**src/rtl/rom_port_arbiter.sv**
```systemverilog
// Fetch/data arbiter for the single ROM read port.
// Data wins by default; fetch is guaranteed a grant after a bounded streak.
module rom_port_arbiter #(
  parameter int MAX_DATA_STREAK = 4,
  parameter int ADDR_W          = 16,
  parameter int DATA_W          = 32
) (
  input  logic              clk,
  input  logic              reset_n,
  input  logic              fetch_valid,
  input  logic [ADDR_W-1:0] fetch_addr,
  output logic              fetch_ready,
  input  logic              fetch_flush,
  output logic              fetch_resp_valid,
  output logic [DATA_W-1:0] fetch_resp_data,
  input  logic              data_valid,
  input  logic [ADDR_W-1:0] data_addr,
  output logic              data_ready,
  output logic              data_resp_valid,
  output logic [DATA_W-1:0] data_resp_data,
  output logic              resp_misaligned,
  output logic [ADDR_W-1:0] rom_address,
  input  logic [DATA_W-1:0] rom_data
);

  localparam int SW = $clog2(MAX_DATA_STREAK + 1);
  localparam logic [SW-1:0] SMAX = SW'(MAX_DATA_STREAK);

  logic [SW-1:0]     r_streak;
  logic              r_valid;
  logic              r_owner_f;
  logic              r_mis;
  logic [DATA_W-1:0] r_fdata;
  logic [DATA_W-1:0] r_ddata;

  logic              w_f_elig;
  logic              w_gf;
  logic              w_gd;
  logic              w_mis;
  logic [ADDR_W-1:0] w_addr;
  logic [DATA_W-1:0] w_cap;

  // Grant decision and ROM address mux; nothing granted while in reset.
  always_comb begin
    w_f_elig = reset_n && fetch_valid && !fetch_flush;
    w_gf     = w_f_elig && (!data_valid || (r_streak == SMAX));
    w_gd     = reset_n && data_valid && !w_gf;
    w_addr   = '0;
    unique case (1'b1)
      w_gf:    w_addr = fetch_addr;
      w_gd:    w_addr = data_addr;
      default: w_addr = '0;
    endcase
    w_mis = |w_addr[1:0];
    w_cap = w_mis ? '0 : rom_data;
  end

  // Count data wins over a waiting fetch; any other cycle restarts the count.
  always_ff @(posedge clk or negedge reset_n) begin
    if (!reset_n) begin
      r_streak <= '0;
    end else if (w_gd && w_f_elig) begin
      r_streak <= (r_streak == SMAX) ? SMAX : r_streak + 1'b1;
    end else begin
      r_streak <= '0;
    end
  end

  // Response register: owner, misalignment and data captured on the grant edge.
  always_ff @(posedge clk or negedge reset_n) begin
    if (!reset_n) begin
      r_valid   <= 1'b0;
      r_owner_f <= 1'b0;
      r_mis     <= 1'b0;
      r_fdata   <= '0;
      r_ddata   <= '0;
    end else begin
      r_valid   <= w_gf | w_gd;
      r_owner_f <= w_gf;
      r_mis     <= w_mis;
      if (w_gf) r_fdata <= w_cap;
      if (w_gd) r_ddata <= w_cap;
    end
  end

  // A flush in the response cycle suppresses only the fetch response.
  always_comb begin
    fetch_ready      = w_gf;
    data_ready       = w_gd;
    rom_address      = w_addr;
    fetch_resp_valid = r_valid && r_owner_f && !fetch_flush;
    data_resp_valid  = r_valid && !r_owner_f;
    fetch_resp_data  = r_fdata;
    data_resp_data   = r_ddata;
    resp_misaligned  = r_mis && (fetch_resp_valid || data_resp_valid);
  end

endmodule

```
**config.mk**
```make
export PLATFORM = sky130hd
export DESIGN_NAME = rom_port_arbiter
export DESIGN_NICKNAME = d
export VERILOG_FILES = /design/src/rtl/rom_port_arbiter.sv
export SDC_FILE = /design/constraint.sdc
export NUM_CORES = 1
export LEC_CHECK = 0
export CAP_MARGIN = 0
export CELL_PAD_IN_SITES_DETAIL_PLACEMENT = 1
export CELL_PAD_IN_SITES_GLOBAL_PLACEMENT = 1
export CORE_MARGIN = 3
export CORE_UTILIZATION = 32
export DETAILED_ROUTE_END_ITERATION = 10
export HOLD_SLACK_MARGIN = 0.02
export PLACE_DENSITY_LB_ADDON = 0.1
export SETUP_SLACK_MARGIN = 0.4
export SLEW_MARGIN = 20
export SYNTH_ARGS = -nofsm -noshare
export SYNTH_HDL_FRONTEND = slang
export SYNTH_SLANG_ARGS = --single-unit
```
**constraint.sdc**
```tcl
create_clock -name clk -period 5.5 [get_ports clk]
set_clock_uncertainty 0.05 [all_clocks]
set_input_delay 0.825 -clock clk [delete_from_list [all_inputs] [get_ports clk]]
set_output_delay 0.825 -clock clk [all_outputs]
set_load 0.1 [all_outputs]
```
==> impl_results.md <==
* Outcome: complete, no violations
* Slew headroom at about 30%
* Core Box Area at roughly 0.0098 sq mm
* Post-synth top area share at 53.74%
* Initial antenna violation count at 0
* DP Worst Slack at 1658 ps
* Min Hold Slack at 220.7 ps
* Seq/Total Area, Yosys at around 54%
* Gr usage total at 21.18%
* Diodes inserted at 0
* Hold_buf cts at 0
* Crit path time final at 3835 ps
* Cell taking the most area after synthesis: dfrtp_1
* Clock Pin Slew Worst Setup and Hold Paths at around 70 ps
* Root Driver: clkbuf_8
* Synthesis-to-finish area growth at 60.31%
* TritonRoute pass-1 iters at 4
* Reg2Reg Setup Slack at 3130 ps
* FMAX at 260.7 MHz
* Routability cong. at 0.7481
* Drt drc at 0
* # Max-Cap Violations at 0
* Setup-failing EPs final at 0
* Number of global-route vias before repair at between 3000 and 4000
* Dominant cells by area after synthesis: dfrtp_1, o21ai_0, o31ai_1
* Cell Rows at 36
* Share of flip-flops with an asynchronous set or reset at 100.0%
* Die H at approximately 110 um
* Worst EP arrival at 2960 ps
* Vias/cell at 5.047
* Die ar. at 0.01143 sq mm
* I/O Pins at 154
* Final nets at 551
* Worst VDD drop at 0.1623 mV
* First-pass GRT wire length at roughly 19000 um
* Final Hold Fails at 0
* H-tree Lvls at 3
* Remaining Overflow, GRT at 0
* Post-route ant nets at 0
* WL/cell at 19.28 um
* Final HPWL DP at 8172 um
* Post-synth EDFFs at 0
* Largest net degree at the start of global routing at 70
* CP required at 4620 ps
* Core Util, Final at about 53%
* Ys flop type: dfrtp_1
* Die width at 106.9 um
* Slew @ Worst Pin at 1054 ps
* CTS tree: yes
* Cells after Synth at 338
* Post-CTS Setup Inserts at 0
* Post-synth cell types at 29
* Port Buffer Count at 153
* Total wire length at ~12000 um
* RSZ-0062 raised after global routing: no
* Area of the multi-input gates at 0.001166 sq mm
* Sum Neg Setup Slack at 0 ps
* Mapped Avg Cell Area at 9.643 sq um
* Crit Path Max Fanout at 34
* Syn nets at 409
* P_leak at 2.241 nW
* CTS Buf Count at 9
* Share of layout cells above drive strength 1 at approximately 9.7%
* Final Max Tran Viols at 0
* Startpoint Class: input pin
* PD cells at 318.9 mW/mm^2
* Worst skew pair latency at roughly 340 ps
* Mapped cell area at 0.003259 sq mm
* Register bit total from synthesis at 70
* Total power at 0.001666 W
* Hold Crit Class: in -> async
* Worst setup EP type: output pin
* Storage cell area at 0.001752 sq mm
* Fillers at around 1100
* Initial Utilization at 33.19%
* Fin crit share at 69.73%
* CTS Buffer Depth at 2
* DRT iter0 DRCs at 89
* CTS resizes at 0
* Clock Sinks at 70
* Ys Warns at 0
* Via count at 3119
* WS Path Type: in -> out
* Final WS setup at 1665 ps
Yosys cell counts, types with 2 or more instances:
master     n
buf_6      7
dfrtp_1   70
nor2_1     6
ha_1       2
inv_1     35
clkbuf_1  15
o21ai_0   67
o31ai_1   32
a22o_1    16
o21ai_1   29
buf_2      4
nand2_1   37
buf_12     2
state kept, by name, summed over array words and instances (netlist names):
register,count
r_owner_f,1
r_valid,1
data_resp_data,32
r_mis,1
r_streak,3
fetch_resp_data,32
power breakdown:
group          total (W)  internal [W]  leakage [nW]  switching, W
clock network   0.000490      0.000283         0.117      0.000207
registers       0.000575      0.000553         0.949     0.0000228
logic           0.000601      0.000161          1.17      0.000440
layout make-up:
class                   count  area share, %
repair buffers            160          33.72
flip-flops and latches     70          33.52
multi-input cells         202          22.32
well taps                 133          3.185
clock buffers              12          2.969
inverters                  37          2.802
clock inverters             4          1.485
through the flow:
| stage | instance area [sq um] | std cells |
|---|---|---|
| floorplan | 3259 | 338 |
| global placement | 4992 | 602 |
| detailed placement | 4992 | 602 |
| CTS | 5225 | 618 |
| global route | 5225 | 618 |
| finish | 5225 | 618 |
worst max-delay path, cell delays in order:
cell and delay, ps:
clkdlybuf4s50_1 450, and4b_1 260, buf_4 320, or2_4 480, inv_8 120, a22o_1 300
buf_12 180
worst paths after layout:
path	start	end	cells after the start
hold / removal	reset_n	r_streak[2]$_DFF_PN0_	1
setup reg to reg	r_streak[0]$_DFF_PN0_	fetch_resp_data[4]$_DFFE_PN0N_	7
hold reg to reg	r_streak[0]$_DFF_PN0_	r_streak[0]$_DFF_PN0_	1
setup / recovery	fetch_flush	rom_address[8]	7
max in group asynchronous	reset_n	r_mis$_DFF_PN0_	2
min in group clk	r_streak[0]$_DFF_PN0_	r_streak[0]$_DFF_PN0_	1
placed cells by master, fill, tap and decap left out, types with 2 or more instances in the layout:
cell	n
nand2_1	37
buf_4	8
dfrtp_1	70
inv_1	35
nor2_1	5
ha_1	2
bufinv_16	2
clkbuf_8	11
o21ai_1	29
o31ai_1	32
clkdlybuf4s50_1	134
buf_12	18
o21ai_0	67
a22o_1	16
cells by family after synthesis:
logic type,share of synthesized area (%)
AOI/OAI and AO/OA,27.83
adders and majority gates,0.7676
buffers and inverters,10.71
DFF,53.74
and+or+nand+nor,6.949
layer usage:
layer	vias up	global-route usage [%]	wire length (um)
met4	0	7.397	201
met5	-	0	0
li1	1455	-	-
met1	1578	26.35	4980
met2	73	37.14	6297
met3	13	3.552	437
Power figures use the tool's default switching activity.
